==> config.mk <==
export PLATFORM = sky130hd
export DESIGN_NAME = dsm_decimator
export DESIGN_NICKNAME = d
export VERILOG_FILES = /design/src/rtl/dsm_rx_pkg.sv /design/src/rtl/cic_comb_stage.sv /design/src/rtl/dsm_decimator.sv
export SDC_FILE = /design/constraint.sdc
export NUM_CORES = 1
export LEC_CHECK = 0
export ABC_AREA = 1
export BUFFER_PORTS_ARGS = -buffer_cell sky130_fd_sc_hd__buf_2
export CORE_MARGIN = 1.5
export CORE_UTILIZATION = 49
export DETAILED_ROUTE_END_ITERATION = 12
export SLEW_MARGIN = 25
export SYNTH_ARGS = -nofsm -noshare
export SYNTH_HDL_FRONTEND = slang
export SYNTH_SLANG_ARGS = --single-unit
==> constraint.sdc <==
create_clock -name aclk -period 15.1 [get_ports aclk]
set_input_delay 3.775 -clock aclk [delete_from_list [all_inputs] [get_ports aclk]]
set_output_delay 3.775 -clock aclk [all_outputs]
set_load 0.01 [all_outputs]
==> src/rtl/dsm_rx_pkg.sv <==
// -----------------------------------------------------------------------------
// dsm_rx_pkg
//   Shared constants, types and elaboration-time helpers for the delta-sigma
//   receive path (dsm_decimator and its comb stages).
//
//   Contents:
//     MAX_ORDER    highest supported CIC order
//     warm_cnt_t   counter type for the post-reset warm-up beats (0..MAX_ORDER)
//     acc_w()      integrator / comb word width for a given order and ratio
//     out_shift()  right shift that maps the biased comb result onto WIDTH bits
//     full_scale() CIC DC gain R^N
//     FULL_SCALE   R^N for the default configuration (R = 64, N = 3)
// -----------------------------------------------------------------------------
package dsm_rx_pkg;

  localparam int MAX_ORDER = 4;

  // Wide enough to count 0..MAX_ORDER warm-up beats.
  typedef logic [2:0] warm_cnt_t;

  // The comb result spans [-R^N, +R^N]. R^N = 2^(N*log2R) needs N*log2R+1
  // magnitude bits, plus a sign bit, hence the +2.
  function automatic int acc_w(input int order, input int log2_decim);
    return order * log2_decim + 2;
  endfunction

  // y + R^N lies in [0, 2^(N*log2R+1)]; dropping this many LSBs leaves a
  // value in [0, 2^width], where only the very top code needs clipping.
  function automatic int out_shift(input int order, input int log2_decim,
                                   input int width);
    return order * log2_decim + 1 - width;
  endfunction

  // DC gain of the CIC filter: R^N.
  function automatic longint full_scale(input int order, input int log2_decim);
    return longint'(1) << (order * log2_decim);
  endfunction

  localparam int     DEF_WIDTH      = 16;
  localparam int     DEF_LOG2_DECIM = 6;
  localparam int     DEF_ORDER      = 3;
  localparam longint FULL_SCALE     = full_scale(DEF_ORDER, DEF_LOG2_DECIM);

endpackage : dsm_rx_pkg

==> src/rtl/cic_comb_stage.sv <==
// -----------------------------------------------------------------------------
// cic_comb_stage
//   One differentiator of the CIC comb section: y = x - x_delayed, where the
//   delay register samples x only on decimation beats. The difference is
//   combinational so a chain of stages settles within the beat cycle and the
//   top module registers the final result.
//
//   Ports:
//     clk_i    clock
//     arst_ni  asynchronous active-low reset (clears the delay to 0)
//     en_i     decimation beat strobe; loads the delay with x_i
//     x_i      stage input (two's complement, wrap-around)
//     y_o      stage output x_i - delay
// -----------------------------------------------------------------------------
module cic_comb_stage #(
  parameter int W = 20
) (
  input  logic                clk_i,
  input  logic                arst_ni,
  input  logic                en_i,
  input  logic signed [W-1:0] x_i,
  output logic signed [W-1:0] y_o
);

  logic signed [W-1:0] dly_q;
  logic signed [W-1:0] dly_d;

  assign dly_d = en_i ? x_i : dly_q;

  always_ff @(posedge clk_i or negedge arst_ni) begin
    if (!arst_ni) begin
      dly_q <= '0;
    end else begin
      dly_q <= dly_d;
    end
  end

  // Wrap-around subtraction: integrator overflow cancels out here as long as
  // the true result fits in W bits.
  assign y_o = x_i - dly_q;

endmodule : cic_comb_stage

==> src/rtl/dsm_decimator.sv <==
// -----------------------------------------------------------------------------
// dsm_decimator
//   CIC (sinc^N) decimator for a 1-bit delta-sigma bitstream. Each accepted
//   bit enters N cascaded integrators as +1 (bit = 1) or -1 (bit = 0). Every
//   R-th accepted bit is a decimation beat: the last integrator value is run
//   through N comb stages and the result is biased and scaled into a WIDTH-bit
//   unsigned offset-binary sample. The first ORDER beats after reset only
//   prime the comb delays and emit nothing.
//
//   Parameters:
//     WIDTH       output sample width
//     LOG2_DECIM  log2 of the decimation ratio R
//     ORDER       CIC order N (1..4)
//
//   Ports:
//     aclk                clock
//     arst_n              asynchronous active-low reset
//     s_axis_data_tdata   bitstream bit (1 -> +1, 0 -> -1)
//     s_axis_data_tvalid  input bit valid
//     s_axis_data_tready  block can accept a bit
//     m_axis_data_tdata   decimated sample (offset binary)
//     m_axis_data_tvalid  sample valid
//     m_axis_data_tready  downstream accepts the sample
//     clip                one-cycle pulse alongside a saturated sample
//
//   Handshake: a transfer happens on a rising clock edge where both valid and
//   ready are high. The master side holds tvalid and tdata stable until the
//   transfer; tvalid never depends combinationally on tready. Input ready is
//   low only while an emitted sample waits for downstream, so a pending sample
//   is never overwritten and a new sample can replace one being taken in the
//   same cycle without a bubble.
// -----------------------------------------------------------------------------
module dsm_decimator
  import dsm_rx_pkg::*;
#(
  parameter int WIDTH      = 16,
  parameter int LOG2_DECIM = 6,
  parameter int ORDER      = 3
) (
  input  logic             aclk,
  input  logic             arst_n,
  input  logic             s_axis_data_tdata,
  input  logic             s_axis_data_tvalid,
  output logic             s_axis_data_tready,
  output logic [WIDTH-1:0] m_axis_data_tdata,
  output logic             m_axis_data_tvalid,
  input  logic             m_axis_data_tready,
  output logic             clip
);

  localparam int ACC_W = acc_w(ORDER, LOG2_DECIM);
  localparam int SHIFT = out_shift(ORDER, LOG2_DECIM, WIDTH);

  localparam logic [ACC_W-1:0] FS_OFFSET = ACC_W'(full_scale(ORDER, LOG2_DECIM));
  localparam warm_cnt_t        WARM_DONE = warm_cnt_t'(ORDER);

  // ---------------------------------------------------------------------------
  // Elaboration-time parameter checks
  // ---------------------------------------------------------------------------
  generate
    if (ORDER < 1 || ORDER > MAX_ORDER) begin : g_bad_order
      $error("dsm_decimator: ORDER must be in 1..%0d", MAX_ORDER);
    end
    if (ORDER * LOG2_DECIM + 1 < WIDTH) begin : g_bad_width
      $error("dsm_decimator: ORDER*LOG2_DECIM+1 must be >= WIDTH");
    end
  endgenerate

  // ---------------------------------------------------------------------------
  // Handshake
  // ---------------------------------------------------------------------------
  logic m_valid_q;
  logic m_valid_d;
  logic accept;
  logic beat;
  logic emit;

  assign s_axis_data_tready = !(m_valid_q && !m_axis_data_tready);
  assign accept             = s_axis_data_tvalid && s_axis_data_tready;

  // ---------------------------------------------------------------------------
  // Integrators
  // ---------------------------------------------------------------------------
  logic signed [ACC_W-1:0] integ_q [ORDER];
  logic signed [ACC_W-1:0] integ_d [ORDER];
  logic signed [ACC_W-1:0] step;

  // All-ones is -1 in two's complement.
  assign step = s_axis_data_tdata ? ACC_W'(1) : '1;

  // Each stage adds the already-updated value of the stage before it, so the
  // whole cascade advances by one sample per accepted bit.
  always_comb begin
    for (int k = 0; k < ORDER; k++) begin
      integ_d[k] = integ_q[k];
    end
    if (accept) begin
      integ_d[0] = integ_q[0] + step;
      for (int k = 1; k < ORDER; k++) begin
        integ_d[k] = integ_q[k] + integ_d[k-1];
      end
    end
  end

  always_ff @(posedge aclk or negedge arst_n) begin
    if (!arst_n) begin
      for (int k = 0; k < ORDER; k++) begin
        integ_q[k] <= '0;
      end
    end else begin
      for (int k = 0; k < ORDER; k++) begin
        integ_q[k] <= integ_d[k];
      end
    end
  end

  // ---------------------------------------------------------------------------
  // Decimation and warm-up counters
  // ---------------------------------------------------------------------------
  logic [LOG2_DECIM-1:0] cnt_q;
  logic [LOG2_DECIM-1:0] cnt_d;
  warm_cnt_t             warm_q;
  warm_cnt_t             warm_d;

  // R is a power of two, so the counter wraps from R-1 to 0 by itself.
  assign cnt_d = accept ? cnt_q + 1'b1 : cnt_q;
  assign beat  = accept && (cnt_q == '1);

  // Saturates at ORDER: from then on every beat emits a sample.
  assign warm_d = (beat && (warm_q != WARM_DONE)) ? warm_q + 1'b1 : warm_q;
  assign emit   = beat && (warm_q == WARM_DONE);

  always_ff @(posedge aclk or negedge arst_n) begin
    if (!arst_n) begin
      cnt_q  <= '0;
      warm_q <= '0;
    end else begin
      cnt_q  <= cnt_d;
      warm_q <= warm_d;
    end
  end

  // ---------------------------------------------------------------------------
  // Comb section: the beat's own post-update integrator value feeds stage 0,
  // so the result is ready in the beat cycle and registered at its edge.
  // ---------------------------------------------------------------------------
  logic signed [ACC_W-1:0] comb_x [ORDER+1];

  assign comb_x[0] = integ_d[ORDER-1];

  for (genvar k = 0; k < ORDER; k++) begin : g_comb
    cic_comb_stage #(
      .W (ACC_W)
    ) u_comb (
      .clk_i   (aclk),
      .arst_ni (arst_n),
      .en_i    (beat),
      .x_i     (comb_x[k]),
      .y_o     (comb_x[k+1])
    );
  end

  // ---------------------------------------------------------------------------
  // Output mapping: bias by R^N to make it non-negative, then drop SHIFT LSBs.
  // The scaled value reaches 2^WIDTH only at positive full scale, so its top
  // bit alone flags saturation.
  // ---------------------------------------------------------------------------
  logic [ACC_W-1:0] biased;
  logic [WIDTH:0]   scaled;
  logic             sat;
  logic [WIDTH-1:0] sample;

  assign biased = comb_x[ORDER] + FS_OFFSET;
  assign scaled = (WIDTH+1)'(biased >> SHIFT);
  assign sat    = scaled[WIDTH];
  assign sample = sat ? '1 : scaled[WIDTH-1:0];

  // ---------------------------------------------------------------------------
  // Output register
  // ---------------------------------------------------------------------------
  logic [WIDTH-1:0] m_data_q;
  logic [WIDTH-1:0] m_data_d;
  logic             clip_q;
  logic             clip_d;

  always_comb begin
    m_valid_d = m_valid_q;
    m_data_d  = m_data_q;
    clip_d    = 1'b0;
    if (emit) begin
      // Only reachable when no sample is pending or the pending one is being
      // taken this cycle, since input ready gates every beat.
      m_valid_d = 1'b1;
      m_data_d  = sample;
      clip_d    = sat;
    end else if (m_axis_data_tready) begin
      m_valid_d = 1'b0;
    end
  end

  always_ff @(posedge aclk or negedge arst_n) begin
    if (!arst_n) begin
      m_valid_q <= 1'b0;
      m_data_q  <= '0;
      clip_q    <= 1'b0;
    end else begin
      m_valid_q <= m_valid_d;
      m_data_q  <= m_data_d;
      clip_q    <= clip_d;
    end
  end

  assign m_axis_data_tvalid = m_valid_q;
  assign m_axis_data_tdata  = m_data_q;
  assign clip               = clip_q;

endmodule : dsm_decimator

After elaboration in Yosys (flattened, before gate mapping):

Cells that the tools add are included.

* register bits: 147
* output and inout bits: 19
* bits of input ports: 5

* add/sub/neg operators: 9
* equal/unequal tests: 3
* reductions and logical operators: 8
* mux-type cells: 6

Operator list (number)
* 20-bit adder: 3
* 20-bit subtractor: 3
* 20-bit two-way mux: 2
* 20-bit by 19-bit adder with 20-bit output, second input constant: 1
* 16-bit two-way mux: 1
* 6-bit by 1-bit adder with 6-bit output, second input constant: 1
* 6-bit equality test, second input constant: 1
* 1-bit logical AND: 5
* 3-bit by 1-bit adder with 3-bit output, second input constant: 1
* 3-bit by 2-bit equality test with 1-bit output, second input constant: 1
* 1-bit two-way mux: 3
* 3-bit by 2-bit inequality test with 1-bit output, second input constant: 1
* 1-bit logical NOT: 2
* 2-bit nonzero test: 1

Logic depth before layout (Yosys ltp):

Gate-level depths: netlist of the first run.

* depth after elaboration: 10
* depth in mapped cells: 53
* depth with buffers taken out: 52

Hierarchy:

From an unflattened synthesis of the first run, not the netlist that was laid out.

* cells, all modules: 1748
* area, all modules: 12127.9 um2

By module, submodules not included
* dsm_decimator: instances 1, cells an instance 809, area an instance 6208.5 um2
* cic_comb_stage: instances 3, cells an instance 313, area an instance 1973.1 um2

Worst setup path before layout of the first run:

No wires, ideal clock.

* path kind: in2reg
* start: input s_axis_data_tdata
* end: register m_data_q[11] (netlist: m_axis_data_tdata[11])
* required time: 14979 ps
* path slack: 3840 ps
* arrival time: 11139 ps
* stages on the path: 44
* buffers on the path: 2
* cell sequence: inv_1 -> ha_1 -> buf_2 -> a21o_1 -> a21oi_1 -> xnor2_1 -> ha_1 -> a21oi_1 -> a21boi_0 -> xnor2_1 -> ha_1 -> a21oi_1 -> a21boi_0 -> o21ai_0 -> nand3_1 -> nand2_1 -> xor2_1 -> a21oi_1 -> [... 8 more ...] -> o2111ai_1 -> a21o_1 -> a21oi_1 -> o21ai_1 -> nand3_1 -> nand2_1 -> xor2_1 -> ha_1 -> ha_1 -> a21oi_1 -> nor3_1 -> nor2_1 -> and3_1 -> xor2_1 -> nand3_2 -> nand3_4 -> buf_6 -> nand2_2

RTL lines
* start: declaration: line dsm_decimator.sv:42 `input logic s_axis_data_tdata,`
* end signal: assignment: line dsm_decimator.sv:208 `m_data_q <= m_data_d;`
* end: declaration: line dsm_decimator.sv:181 `logic [WIDTH-1:0] m_data_q;`

==> results.md, run 1 <==
* Status: finished clean
* RSZ-0062 raised after global routing: false
* Sequential area share after synthesis at roughly a third
* Die outline area at about 0.023 mm²
* Root buf cell: clkbuf_16
* Synthesized cell area at about 0.011 mm²
* Wirelength, routed at around 23 mm
* CTS Hold Bufs at 0
* Ratio of cells with drive above 1 in the final layout at under 10%
* Post-route minimum period at 12.34 ns
* Setup slack, reg-to-reg at between 6 and 7 ns
* Distinct cell type count of the synthesized netlist at 48
* Worst path max stage delay at ~0.53 ns
* Worst slew margin relative to its limit at between 40% and 50%
* Initial drt markers at 422
* Post-CTS setup buffers at 0
* CTS Buf Count at 17
* Diode count at 0
* CTS Sinks at between 100 and 150
* Mux cell area share after synthesis at less than 1%
* Core area at around 0.022 mm²
* Worst EP arrival at 12.64 ns
* DIE HEIGHT at 153 µm
* CP Class: primary input to flip-flop
* Max-slew violations at 0
* Share of the synthesized area in the top cell type at between 30% and 40%
* CTS tree: built
* TNS Setup at 0 ns
* Post-CTS resize count at 0
* Initial antenna violation count at 0
* Chip width at 153 µm
* Post-synthesis xor/xnor area fraction at between 7 and 8%
* CP Max Fanout at 19
* Actual slew at the worst max-slew pin at 0.824 ns
* Critical Path RT at between 15 and 20 ns
* Worst setup SP type: primary input
* Remaining antenna violation count at 0
* Crit-path slowest cell: inv_1
* Area growth, synth to finish at 8.99%
* Largest net degree at the start of global routing at 98
* Vias at between 8000 and 9000
* Final hold violation count at 0
* Total GRT Usage at 21.8%
* Detailed Place HPWL at 17.3 mm
* Post-synthesis compound-gate area fraction at around 15%
* H-tree Lvls at 4
* Simple-gate share of the synthesized area at between 20% and 30%
* Clk buf depth at 2
* Post-synth EDFFs at 0
* GRT overflow at 0
* Routed wire per std cell at around 13 µm
* Buffers on Ports at 23
* Cells on worst reg2reg path at 42
* #FFs+latches synth at approximately 150
* Clock-pin slew on the worst setup and hold paths at approximately 0.06 ns
* Final Core Density at 54.9%
* Yosys warns at 0
* Synth Area in Adders at between 10% and 20%
* Period utilization at 81.7%
* Synth Net Count at about 1600
* Clk_lat worst skew at 0.43 ns
* Asr flop ratio synth at 100%
* Worst Setup End Kind: flip-flop
* Post-synth top area cell: dfrtp_1
* Gate Count Post-Synth at 1429
* Skew final at between 0.01 and 0.015 ns
* First-pass GRT wire length at roughly 42 mm
* DRC Markers at 0
* Fin nets at roughly 1600
* Worst min path class: flip-flop to flip-flop
* DRT Pass-1 Iters at 5
* Vias in the first global route at slightly above 9000
* Synth area leaders: dfrtp_1 (33%), ha_1 (15%), nand2_1 (13%)
* Io pins at 24
* Prevailing post-synth register cell: dfrtp_1
* Final setup violation count at 0
* Routability cong. at 0.880
* FMAX at 0.0811 GHz
* Syn Area/Cell at 7.73 µm²
* Max Cap Viol at 0
* Starting Density at between 50 and 60%
* Vias per cell at between 5 and 6
* # rows at between 50 and 60
* Hold Path Stages at 2
* Largest family of logic cells by synthesized area: simple AND/OR/NAND/NOR gates
-- per-layer routing --
layer	part of all wire (%)	GRT usage [%]	vias up
li1	-	-	4735
met1	46	26.6	4070
met2	50	39.5	85
met3	1.8	3.37	30
met4	2.0	6.82	0
met5	0	0	-
-- cell families (layout without fill, tap and decap cells) --
logic type	Yosys count	after routing
flops	147	147
xor+xnor	99	99
simple gates	528	528
mux	7	7
buf+inv	212	245
compound gates	295	295
fa+ha+maj	141	141
-- flip-flops by register name, summed over array words and instances (netlist names) --
signal               flops
g_comb.u_comb.dly_q     60
m_axis_data_tvalid       1
cnt_q                    6
m_axis_data_tdata       16
warm_q                   3
integ_q                 60
clip                     1
-- Yosys cell counts (13+ instances only) --
cell      number
nand2_2       17
dfrtp_1      147
nor2_1        42
xnor2_1       37
a21oi_1      105
xor2_1        62
nand3_1       46
o21ai_1       13
inv_1        174
ha_1         136
o21ai_0      121
nand2_1      381
clkbuf_1      18
-- area by class of cell --
type / count / area (µm²)
clock buffer: 20 / 447
clock inverter: 12 / 120
fill: 2136 / 9910
inverter: 184 / 691
multi-input combinational: 1070 / 6570
sequential: 147 / 3680
tap: 280 / 350
timing repair buffer: 29 / 186
-- worst paths after layout --
| kind | start | endpoint |
|---|---|---|
| worst max-delay path | s_axis_data_tdata | m_axis_data_tdata[4]$_DFFE_PN0P_ |
| worst min-delay path | integ_q[50]$_DFFE_PN0P_ | integ_q[50]$_DFFE_PN0P_ |
| worst max register to register | integ_q[40]$_DFFE_PN0P_ | m_axis_data_tdata[4]$_DFFE_PN0P_ |
| worst min register to register | integ_q[50]$_DFFE_PN0P_ | integ_q[50]$_DFFE_PN0P_ |
| max in group asynchronous | arst_n | g_comb[1].u_comb.dly_q[12]$_DFFE_PN0P_ |
| min in group asynchronous | arst_n | integ_q[42]$_DFFE_PN0P_ |
-- worst max-delay path: cells and delay by family --
kind	cells	cell delay, ns
compound gates	15	3.11
xor+xnor	6	1.08
fa+ha+maj	7	2.43
buf+inv	2	0.64
simple gates	13	1.57
-- metrics by stage --
step / hold WS [ns] / area, µm² / cells / setup slack (ns)
floorplan: 0.446 / 11100 / 1429 / 3.84
global placement: 0.462 / 11400 / 1709 / 2.51
detailed placement: 0.464 / 11400 / 1709 / 2.39
CTS: 0.477 / 12000 / 1741 / 2.79
global route: 0.514 / 12000 / 1742 / 1.80
finish: 0.484 / 12000 / 1742 / 2.76
-- layout by cell type, fill, tap and decap left out, types with 10 or more instances in the layout --
master	n
a21oi_1	105
a31oi_1	12
buf_2	22
clkbuf_16	17
dfrtp_1	147
ha_1	136
inv_1	173
nand2_1	380
nand2_2	18
nand3_1	45
nand4_1	11
nor2_1	42
nor3_1	10
o21ai_0	121
o21ai_1	13
xnor2_1	37
xor2_1	62
Power of run 1 is not shown: default switching activity piles up to over one toggle a cycle in this logic, so the estimate is an artifact.
==> run 2, diff against run 1 <==
--- a/config.mk
+++ b/config.mk
@@ -10,6 +10,7 @@
 export CORE_MARGIN = 1.5
 export CORE_UTILIZATION = 49
 export DETAILED_ROUTE_END_ITERATION = 12
+export PLACE_DENSITY = 0.67
 export SLEW_MARGIN = 25
 export SYNTH_ARGS = -nofsm -noshare
 export SYNTH_HDL_FRONTEND = slang
==> constraint.sdc (replaced) <==
create_clock -name aclk -period 10.7 [get_ports aclk]
set_input_delay 2.675 -clock aclk [delete_from_list [all_inputs] [get_ports aclk]]
set_output_delay 2.675 -clock aclk [all_outputs]
set_load 0.01 [all_outputs]
==> results.md, run 2 (synthesis results as in run 1) <==
* Most used cells in the layout excluding fill and tap cells: nand2_1 (376), inv_1 (171), dfrtp_1 (147)
* Worst path max stage delay at 0.43 ns (-0.10 ns)
* Total GRT Usage at 21.6% (-0.25 points)
* WHS at 0.478 ns (-0.00631 ns)
* CTS tree: built
* Starting Density at 50.3% (unchanged)
* Clk_lat worst skew at 0.42 ns (about the same)
* Hold Path Stages at 1 (-1)
* CTS Sinks at 147 (unchanged)
* Max Cap Viol at 0 (unchanged)
* Vias per cell at 5.23 (+2.1%)
* Area of the multi-input gates at 0.00722 mm² (+9.8%)
* CTS Hold Bufs at 0 (unchanged)
* Remaining antenna violation count at 0 (unchanged)
* Root buf cell: clkbuf_16
* Vias at 9623 (+7.9%)
* Levels on crit path at 49 (+14%)
* Initial antenna violation count at 0 (unchanged)
* Commonest non-fill, non-tap cell in the layout: nand2_1
* Clk buf depth at 2 (unchanged)
* Core area at 0.0220 mm² (unchanged)
* Worst min path class: flip-flop to flip-flop
* Routed wire per std cell at 13.9 µm (+3.1%)
* Fin nets at 1693 (+6.1%)
* Crit-path slowest cell: fa_1
* Worst setup SP type: primary input
* GRT overflow at 0 (unchanged)
* Final hold violation count at 0 (unchanged)
* Worst EP arrival at 10.58 ns (-2.06 ns)
* Actual slew at the worst max-slew pin at 0.888 ns (+0.0634 ns)
* # rows at 54 (unchanged)
* Worst Setup End Kind: flip-flop
* Final setup violation count at 0 (unchanged)
* Skew final at 0.00661 ns (-0.00552 ns)
* Post-route minimum period at 10.27 ns
* Final Core Density at 61.6% (+6.7 points)
* DRT Pass-1 Iters at 7 (+2)
* Fillers at 1926 (-9.8%)
* CP top delay family: adder cells
* CTS Buf Count at 17 (unchanged)
* Vias in the first global route at 9544 (+4.0%)
* Status: finished clean
* FMAX at 0.0974 GHz
* Detailed Place HPWL at 17.9 mm (+3.8%)
* Critical Path RT at 11.01 ns (-4.39 ns)
* Register area at 0.00368 mm² (unchanged)
* Buffers on Ports at 23 (unchanged)
* Max-slew violations at 0 (unchanged)
* Period utilization at a little over nine tenths
* Buffers & Inverters on Critical Path at 10 (+8)
* Die outline area at 0.0235 mm² (unchanged)
* DIE HEIGHT at 153 µm (unchanged)
* Ratio of cells with drive above 1 in the final layout at 19.2% (+12 points)
* First-pass GRT wire length at 41.9 mm (+0.11%)
* Chip width at 153 µm (unchanged)
* Routability cong. at 0.858 (-2.6%)
* CP Class: primary input to flip-flop
* CP Max Fanout at 8 (-11)
* Largest net degree at the start of global routing at 81 (-17%)
* Diode count at 0 (unchanged)
* H-tree Lvls at 4 (unchanged)
* Cells on worst reg2reg path at 46 (+9.5%)
* DRC Markers at 0 (unchanged)
* Area growth, synth to finish at 22.3%
* Most used cell, CP: nand2_1
* Clock-pin slew on the worst setup and hold paths at 0.06 ns (about the same)
* Worst slew margin relative to its limit at 40.8% (-4.2 points)
* Io pins at 24 (unchanged)
* Initial drt markers at 448 (+6.2%)
* Wirelength, routed at 25.6 mm (+8.9%)
[run 2: worst reg2reg max path, delay by kind of cell, from the launching register on]
kind | cells | cell delay [ns]
AOI/OAI and AO/OA | 14 | 2.20
xor gates and xnor gates | 6 | 0.88
adders and majority gates | 7 | 2.33
buffers and inverters | 7 | 0.70
DFF | 1 | 0.41
and+or+nand+nor | 12 | 1.38
[run 2: metal layers]
layer | global-route usage, % | share of wire (%)
met1 | 25.9 | 45
met2 | 39.4 | 51
met3 | 2.78 | 2.0
met4 | 7.84 | 2.7
met5 | 0 | 0
[run 2: path summary, 6_finish.rpt]
| kind | startpoint | end | slack (ns) |
|---|---|---|---|
| min reg2reg | cnt_q[5]$_DFFE_PN0P_ | cnt_q[5]$_DFFE_PN0P_ | 0.48 |
| max reg2reg | integ_q[40]$_DFFE_PN0P_ | m_axis_data_tdata[0]$_DFFE_PN0P_ | 2.67 |
| min in group asynchronous | arst_n | integ_q[41]$_DFFE_PN0P_ | 2.30 |
| max in group asynchronous | arst_n | g_comb[2].u_comb.dly_q[18]$_DFFE_PN0P_ | 7.03 |
| min | cnt_q[5]$_DFFE_PN0P_ | cnt_q[5]$_DFFE_PN0P_ | 0.48 |
| max | s_axis_data_tdata | m_axis_data_tdata[0]$_DFFE_PN0P_ | 0.43 |
[run 2: what timing repair did]
item                                    CTS  global route
buffers inserted                          0            15
pin swaps                                 0            36
cloned                                    0             2
endpoints found under the setup margin    7            18
resized for setup                         1           129
hold endpoints to repair                  0             0
[run 2: layout make-up]
| cell class | instances | share of cell area (%) |
|---|---|---|
| multi-input cells | 1072 | 53.4 |
| flip-flops and latches | 147 | 27.2 |
| repair buffers | 125 | 6.65 |
| inverters | 184 | 5.15 |
| clock buffers | 17 | 3.15 |
| well taps | 280 | 2.59 |
| clock inverters | 15 | 1.88 |
[run 2: stage by stage]
stage               worst slack (ns)  std cells  area, µm²  TNS [ns]
floorplan                      0.540       1429      11100         0
global placement              -0.354       1791      12100     -5.75
detailed placement            -0.386       1791      12100     -6.17
CTS                           0.0653       1823      12700         0
global route                 -0.0549       1840      13500    -0.514
finish                         0.428       1840      13500         0
Power of run 2 is left out for the same reason.
